`config.mk`:
```
export PLATFORM = sky130hd
export DESIGN_NAME = oam_dma_ctrl_flat
export DESIGN_NICKNAME = d
export VERILOG_FILES = /design/src/rtl/oam_dma_if.sv /design/src/rtl/oam_dma_ctrl.sv /design/src/flat_wrapper.sv
export SDC_FILE = /design/constraint.sdc
export NUM_CORES = 1
export LEC_CHECK = 0
export CORE_AREA = 2 2 88 90
export CTS_CLUSTER_SIZE = 8
export DETAILED_ROUTE_END_ITERATION = 10
export DIE_AREA = 0 0 90 92
export MAX_ROUTING_LAYER = met4
export PLACE_DENSITY = 0.65
export SLEW_MARGIN = 20
export SYNTH_ARGS = -nofsm -noshare
export SYNTH_HDL_FRONTEND = slang
export SYNTH_SLANG_ARGS = --single-unit
```
`constraint.sdc`:
```
create_clock -name clk -period 2.3 [get_ports clk]
set_input_delay 0.46 -clock clk [delete_from_list [all_inputs] [get_ports clk]]
set_output_delay 0.46 -clock clk [all_outputs]
set_load 0.03 [all_outputs]
```
`src/rtl/oam_dma_if.sv`:
```
// CPU-side and DMA-side bus signals between the CPU core and the sprite-DMA sequencer.
// The master modport is the DMA controller; the slave modport is the CPU/memory side.
interface oam_dma_if;
  logic        cpu_ce;
  logic [15:0] cpu_addr_out;
  logic [7:0]  cpu_data_out;
  logic        wen;
  logic [7:0]  cpu_data_in;
  logic        rdy;
  logic        bus_sel;
  logic [15:0] dma_addr;
  logic [7:0]  dma_data;
  logic        dma_ren;
  logic        dma_wen;
  logic        busy;

  modport master (
    input  cpu_ce, cpu_addr_out, cpu_data_out, wen, cpu_data_in,
    output rdy, bus_sel, dma_addr, dma_data, dma_ren, dma_wen, busy
  );

  modport slave (
    output cpu_ce, cpu_addr_out, cpu_data_out, wen, cpu_data_in,
    input  rdy, bus_sel, dma_addr, dma_data, dma_ren, dma_wen, busy
  );
endinterface

```
`src/rtl/oam_dma_ctrl.sv`:
```
// NES sprite-DMA sequencer: a CPU write to DMA_REG_ADDR halts the CPU and copies one page to OAM.
// Define OAM_DMA_ALIGN_EN to compile in get/put parity tracking and the ALIGN state.
module oam_dma_ctrl #(
  parameter logic [15:0] DMA_REG_ADDR  = 16'h4014,
  parameter logic [15:0] OAM_DATA_ADDR = 16'h2004,
  parameter int unsigned XFER_LEN      = 256
) (
  input logic       clk,
  input logic       b_rst,
  oam_dma_if.master bus
);

  localparam logic [7:0] LastIdx = 8'(XFER_LEN - 1);

  typedef enum logic [2:0] {
    StIdle,
    StHalt,
    StRead,
    StWrite
`ifdef OAM_DMA_ALIGN_EN
    , StAlign
`endif
  } state_e;

  state_e      state_q;
  logic [7:0]  page_q;
  logic [7:0]  idx_q;
  logic        rdy_q;
  logic        busy_q;
  logic        bus_sel_q;
  logic [15:0] dma_addr_q;
  logic [7:0]  dma_data_q;
  logic        dma_ren_q;
  logic        dma_wen_q;
`ifdef OAM_DMA_ALIGN_EN
  logic        put_q;
`endif

  // Everything advances only on cpu_ce, so strobes stay level for a whole CPU cycle.
  always_ff @(posedge clk) begin
    if (b_rst) begin
      state_q    <= StIdle;
      page_q     <= 8'h00;
      idx_q      <= 8'h00;
      rdy_q      <= 1'b1;
      busy_q     <= 1'b0;
      bus_sel_q  <= 1'b0;
      dma_addr_q <= 16'h0000;
      dma_data_q <= 8'h00;
      dma_ren_q  <= 1'b0;
      dma_wen_q  <= 1'b0;
`ifdef OAM_DMA_ALIGN_EN
      put_q      <= 1'b0;
`endif
    end else if (bus.cpu_ce) begin
`ifdef OAM_DMA_ALIGN_EN
      put_q <= ~put_q;
`endif
      unique case (state_q)
        StIdle: begin
          if (bus.wen && (bus.cpu_addr_out == DMA_REG_ADDR)) begin
            page_q  <= bus.cpu_data_out;
            idx_q   <= 8'h00;
            rdy_q   <= 1'b0;
            busy_q  <= 1'b1;
            state_q <= StHalt;
          end
        end
        StHalt: begin
`ifdef OAM_DMA_ALIGN_EN
          // put_q is this cycle's parity; a get here means the next cycle is a put.
          if (!put_q) begin
            state_q <= StAlign;
          end else begin
            state_q    <= StRead;
            bus_sel_q  <= 1'b1;
            dma_addr_q <= {page_q, idx_q};
            dma_ren_q  <= 1'b1;
          end
`else
          state_q    <= StRead;
          bus_sel_q  <= 1'b1;
          dma_addr_q <= {page_q, idx_q};
          dma_ren_q  <= 1'b1;
`endif
        end
`ifdef OAM_DMA_ALIGN_EN
        StAlign: begin
          state_q    <= StRead;
          bus_sel_q  <= 1'b1;
          dma_addr_q <= {page_q, idx_q};
          dma_ren_q  <= 1'b1;
        end
`endif
        StRead: begin
          dma_data_q <= bus.cpu_data_in;
          dma_addr_q <= OAM_DATA_ADDR;
          dma_ren_q  <= 1'b0;
          dma_wen_q  <= 1'b1;
          state_q    <= StWrite;
        end
        StWrite: begin
          idx_q     <= idx_q + 8'd1;
          dma_wen_q <= 1'b0;
          if (idx_q == LastIdx) begin
            state_q    <= StIdle;
            bus_sel_q  <= 1'b0;
            dma_addr_q <= 16'h0000;
            rdy_q      <= 1'b1;
            busy_q     <= 1'b0;
          end else begin
            state_q    <= StRead;
            dma_addr_q <= {page_q, idx_q + 8'd1};
            dma_ren_q  <= 1'b1;
          end
        end
        default: state_q <= StIdle;
      endcase
    end
  end

  assign bus.rdy      = rdy_q;
  assign bus.busy     = busy_q;
  assign bus.bus_sel  = bus_sel_q;
  assign bus.dma_addr = dma_addr_q;
  assign bus.dma_data = dma_data_q;
  assign bus.dma_ren  = dma_ren_q;
  assign bus.dma_wen  = dma_wen_q;

endmodule

```
`src/flat_wrapper.sv`:
```
// flat-port wrapper written by rule: the top's interface ports become plain ports
module oam_dma_ctrl_flat 
#(
  parameter logic [15:0] DMA_REG_ADDR  = 16'h4014,
  parameter logic [15:0] OAM_DATA_ADDR = 16'h2004,
  parameter int unsigned XFER_LEN      = 256
)
  (clk, b_rst, bus_cpu_ce, bus_cpu_addr_out, bus_cpu_data_out, bus_wen, bus_cpu_data_in, bus_rdy, bus_bus_sel, bus_dma_addr, bus_dma_data, bus_dma_ren, bus_dma_wen, bus_busy);
  oam_dma_if bus_i ();
  input logic clk;
  input logic b_rst;
  input wire logic [$bits(bus_i.cpu_ce)-1:0] bus_cpu_ce;
  input wire logic [$bits(bus_i.cpu_addr_out)-1:0] bus_cpu_addr_out;
  input wire logic [$bits(bus_i.cpu_data_out)-1:0] bus_cpu_data_out;
  input wire logic [$bits(bus_i.wen)-1:0] bus_wen;
  input wire logic [$bits(bus_i.cpu_data_in)-1:0] bus_cpu_data_in;
  output wire logic [$bits(bus_i.rdy)-1:0] bus_rdy;
  output wire logic [$bits(bus_i.bus_sel)-1:0] bus_bus_sel;
  output wire logic [$bits(bus_i.dma_addr)-1:0] bus_dma_addr;
  output wire logic [$bits(bus_i.dma_data)-1:0] bus_dma_data;
  output wire logic [$bits(bus_i.dma_ren)-1:0] bus_dma_ren;
  output wire logic [$bits(bus_i.dma_wen)-1:0] bus_dma_wen;
  output wire logic [$bits(bus_i.busy)-1:0] bus_busy;
  assign bus_i.cpu_ce = bus_cpu_ce;
  assign bus_i.cpu_addr_out = bus_cpu_addr_out;
  assign bus_i.cpu_data_out = bus_cpu_data_out;
  assign bus_i.wen = bus_wen;
  assign bus_i.cpu_data_in = bus_cpu_data_in;
  assign bus_rdy = bus_i.rdy;
  assign bus_bus_sel = bus_i.bus_sel;
  assign bus_dma_addr = bus_i.dma_addr;
  assign bus_dma_data = bus_i.dma_data;
  assign bus_dma_ren = bus_i.dma_ren;
  assign bus_dma_wen = bus_i.dma_wen;
  assign bus_busy = bus_i.busy;
  oam_dma_ctrl #(.DMA_REG_ADDR(DMA_REG_ADDR), .OAM_DATA_ADDR(OAM_DATA_ADDR), .XFER_LEN(XFER_LEN)) u_core (.clk(clk), .b_rst(b_rst), .bus(bus_i));
endmodule
```
# Word-level counts from Yosys, hierarchy flattened
# Cells that the tools add are included.
op_classes:
  eq_ne: 8
  n_reduce_logical: 15
  muxes: 17
  add_sub_neg: 1
op_table:
  columns: ["operator", "n"]
  rows:
  - ["case mux 16 bit (3 select lines)", 1]
  - ["equality test 16 x 15 -> 1 bit, second input constant", 1]
  - ["two-way mux 16 bit", 1]
  - ["case mux 8 bit (2 select lines)", 1]
  - ["case mux 3 bit (4 select lines)", 1]
  - ["AND reduction 3 bit", 4]
  - ["adder 8 x 1 -> 8 bit, second input constant", 1]
  - ["equality test 8 bit, second input constant", 1]
  - ["two-way mux 8 bit", 1]
  - ["case mux 1 bit (2 select lines)", 4]
  - ["AND reduction 2 bit", 4]
  - ["equality test 3 x 2 -> 1 bit, second input constant", 2]
  - ["nonzero test 2 bit", 3]
  - ["two-way mux 1 bit", 5]
  - ["inequality test 2 x 1 -> 1 bit, second input constant", 2]
  - ["AND reduction 4 bit", 1]
  - ["equality test 3 x 1 -> 1 bit, second input constant", 1]
  - ["zero test 3 bit", 1]
  - ["two-way mux 3 bit", 1]
  - ["case mux 1 bit (3 select lines)", 1]
  - ["nonzero test 3 bit", 1]
  - ["two-way mux 2 bit", 1]
  - ["inequality test 2 bit, second input constant", 1]
  - ["logical AND 1 bit", 1]
totals:
  in_bits: 36
  reg_bits: 48

# Depth between registers and ports, before layout
logic_depth:
  ltp_word: 4
  ltp_mapped: 8
  depth_no_buf: 7

# Worst setup path before layout
# OpenSTA, ideal clock, no wires.
synth_path:
  path_kind: "input port to flip-flop"
  startpoint: "in bus_cpu_addr_out[9]"
  endpoint: "reg u_core.rdy_q, in the netlist u_core.bus.rdy"
  path_stages: 5
  t_arrival_ns: 1.766
  setup_ns: 0.120
  t_required_ns: 2.180
  path_slack_ns: 0.414
  n_path_buf: 0
  path_cell_list: "or4_4 nor2_4 a21o_4 or4b_1 o31a_1"
synth_between:
  elab_chain_len: 4
synth_rtl:
  columns: ["element", "line", "text"]
  rows:
  - ["from (decl)", "flat_wrapper.sv:13", "input wire logic [$bits(bus_i.cpu_addr_out)-1:0] bus_cpu_addr_out;"]
  - ["equality test 16 x 15 -> 1 bit", "oam_dma_ctrl.sv:61", "if (bus.wen && (bus.cpu_addr_out == DMA_REG_ADDR)) begin"]
  - ["logical AND 1 bit", "oam_dma_ctrl.sv:61", null]
  - ["inequality test 2 x 1 -> 1 bit (no line)", null, null]
  - ["AND reduction 4 bit (no line)", null, null]
  - ["to (signal assigned)", "oam_dma_ctrl.sv:45", "rdy_q <= 1'b1;"]
  - ["to (signal assigned)", "oam_dma_ctrl.sv:64", "rdy_q <= 1'b0;"]
  - ["to (signal assigned)", "oam_dma_ctrl.sv:109", "rdy_q <= 1'b1;"]
  - ["to (decl)", "oam_dma_ctrl.sv:28", "logic rdy_q;"]
# Every way passes these cells.
# A chain may end at the register's enable or synchronous reset.

# Worst setup path in the final report
# Same ends and word-level chain as after synthesis.

==> impl_results.md <==
- WL/cell: approximately 13 um
- Worst min path class: flip-flop to flip-flop
- Synth Area in Simple Gates: 25.90%
- Register area share after synthesis: 44.37%
- Internal: ~1200 uW
- RSZ-0062 raised after global routing: no
- Switching part of the total: 27.19%
- Max transition margin: 51.01%
- Drc violations: 0
- Comb power frac: 19.8%
- Largest net degree at the start of global routing: 33
- Initial Utilization: between 20 and 30%
- Net Sw Power: roughly 450 uW
- Measured slew at the worst slew-check pin: 0.7349 ns
- Setup WS post-layout: just under 0.3 ns
- Critical path endpoint category: flip-flop
- Layout cells sized above 1: 6.309%
- VDD IR max: 0.0003067 V
- Yosys warning total: 0
- CP arrival: between 2 and 2.5 ns
- Setup TNS Final: 0 ns
- Post-synth EDFFs: 0
- Vias in the first global route: 1913
- Crit start category: input port
- N_diodes: 0
- Post-CTS setup buffers: 0
- Core Area: ~7400 um2
- Sinks on Clock Net: 47
- Mux cell area share after synthesis: 4.248%
- Synth top area share: between 40% and 50%
- Outcome: finished clean
- # hold bufs at CTS: 0
- PwrDens: 555.3 nW/um2
- Ranking of synthesized cells by area: dfxtp_1, nor2_1, nand3_1, mux2i_1, a21oi_1
- LEAKAGE: approximately 0.0011 uW
- Clk pwr share: 28.0%
- Via count: slightly above 2000
- Via-per-instance ratio: just under 5
- Mapped cell area: 2121 um2
- Global-route wire length before repair: between 9 and 10 mm
- Commonest non-fill, non-tap cell in the layout: clkdlybuf4s50_1
- Hold Vio Cnt, Final: 0
- Synth Area in XOR/XNOR: less than 1%
- Final setup skew: 0.004593 ns
- Total clock buffers created by CTS: 5
- Layout net count: 359
- Compound-gate portion of the synthesized area: 17.52%
- Final Total Pwr: 1655 uW
- Cts repair resizes: 0
- Die X: 90 um
- HPWL after detailed placement: around 3.8 mm
- Clock buffer depth: 2
- Dominant synthesized flop cell: dfxtp_1
- Crit path time final: 2.007 ns
- IO buf count: 64
- Routability cong.: 0.8725
- Setup CP Type: input port to flip-flop
- Remaining global-route overflow: 0
- Async set-reset flop share out of synthesis: 0%
- Worst EP required: about 2.5 ns
- Largest family of logic cells by synthesized area: simple AND/OR/NAND/NOR gates
- Final setup fails: 0
- Commonest non-fill, non-tap cells in the layout: clkdlybuf4s50_1, dfxtp_1, nor2_1
- Final slew viol count: 0
- Initial antenna violation count: 0
- Worst skew pair latency: 0.29 ns
- Post-Route WL: between 5 and 6 mm
- Fmax achieved: 498.3 MHz
- Post-place setup slack: -0.02673 ns
- Antenna Nets Post-Route: 0
- Area grow syn2layout: 40.53%
- Cell taking the most area after synthesis: dfxtp_1
- TritonRoute pass-1 iters: 4
- Root Driver: clkbuf_8
- Finished Cell Area: between 2000 and 3000 um2
- Adder-cell share of the synthesized area: 2.950%
- CTS tree: done
- 1st-iter DRT viols: 136
- Net Count, Synth: between 200 and 300
- Cell Rows: 32
- Reg power frac: 52.1%
- H-tree Lvls: 2
- Placed Area: between 2000 and 3000 um2
- Synth Register Bits: 47
- Max FO, Critical Path: 2
- Synth Instances: 253
- Max-Cap Viols: 0
- Synth unique cells: 41
- Worst-path clk slew: 0.08 ns
- Die Y: a little over 90 um
- Tot GR Track Use: 13.68%
- Final period util: 87.25%
- I/O pin cnt: 65
- Syn_area_per_cell: about 8.4 um2
- Die ar.: 8280 um2
-- routing by layer --
metal  routed length, um  vias to the layer above  global-route usage, %
li1                    -                     1037                      -
met1                2487                      942                  17.01
met2                2523                       48                  22.18
met3                 277                        5                  3.615
met4                  54                        0                  3.590
met5                   0                        -                      -
-- cell type report --
class | instances | area (um2)
Fill cell | 780 | 4467
Inverter | 7 | 26.28
Timing Repair Buffer | 76 | 730.7
Clock buffer | 6 | 72.57
Multi-Input combinational cell | 181 | 1082
Tap cell | 102 | 127.6
Sequential cell | 47 | 940.9
-- power by group through the flow --
stage               clock (uW)  combinational [uW]  sequential, uW
floorplan                    0                 112             938
global placement             0                 326             882
detailed placement           0                 330             883
CTS                        482                 331             863
global route               512                 356             868
finish                     464                 328             863
-- per-stage QoR --
stage	std cells	utilization (%)	hold slack, ns
2_1_floorplan	253	-	0.4414
3_3_place_gp	413	39.05	0.4432
3_5_place_dp	413	39.05	0.4470
4_1_cts	419	40.02	0.4583
5_1_grt	419	40.02	0.4776
6_report	419	40.02	0.4560
-- cell families (layout without fill, tap and decap cells) --
group                    count (synthesis)  in the layout
AO/OA/AOI/OAI                           54             54
multiplexers                             9              9
XOR/XNOR                                 1              1
adder cells (fa/ha/maj)                  5              5
buffers and inverters                   25             89
flip-flops                              47             47
AND/OR/NAND/NOR                        112            112
-- state kept, by name, summed over array words and instances (netlist names) --
register / flops
u_core.bus.dma_ren: 1
u_core.bus.rdy: 1
u_core.idx_q: 8
u_core.bus.dma_data: 8
u_core.page_q: 8
u_core.bus.dma_wen: 1
u_core.bus.dma_addr: 16
u_core.bus.busy: 1
u_core.bus.bus_sel: 1
u_core.state_q: 2
-- synthesized netlist by cell type, types with 2 or more instances --
library cell and instances:
a211oi_1 9, dfxtp_1 47, nor4b_1 2, clkbuf_1 14, a21oi_1 17, ha_1 5, mux2i_1 9, and3_1 2
o311ai_0 4, nor2b_1 2, nand2b_1 4, buf_2 3, o21ai_0 5, nor3_1 9, nor2_1 39, nand2_1 21
nand3_1 20, a32oi_1 2, nand4_1 3, a22oi_1 7, a221oi_1 2, a31oi_1 2, inv_1 7
-- final timing paths --
check / slack, ns / cells after the start / to / start
setup reg to reg: 0.36 / 4 / u_core.idx_q[4]$_SDFFE_PP0P_ / u_core.state_q[0]$_SDFFE_PP0P_
hold reg to reg: 0.46 / 2 / u_core.bus.dma_data[1]$_SDFFE_PP0P_ / u_core.bus.dma_data[1]$_SDFFE_PP0P_
setup / recovery: 0.29 / 6 / u_core.bus.rdy$_SDFFE_PP1P_ / bus_cpu_addr_out[9]
hold / removal: 0.46 / 2 / u_core.bus.dma_data[1]$_SDFFE_PP0P_ / u_core.bus.dma_data[1]$_SDFFE_PP0P_
-- worst max-delay path, cell delays in order --
cell,delay [ns]
clkdlybuf4s50_1,0.39
or4_4,0.54
nor2_4,0.12
a21o_4,0.13
or4b_1,0.44
o31a_1,0.12
(Power assumes the default switching activity.)
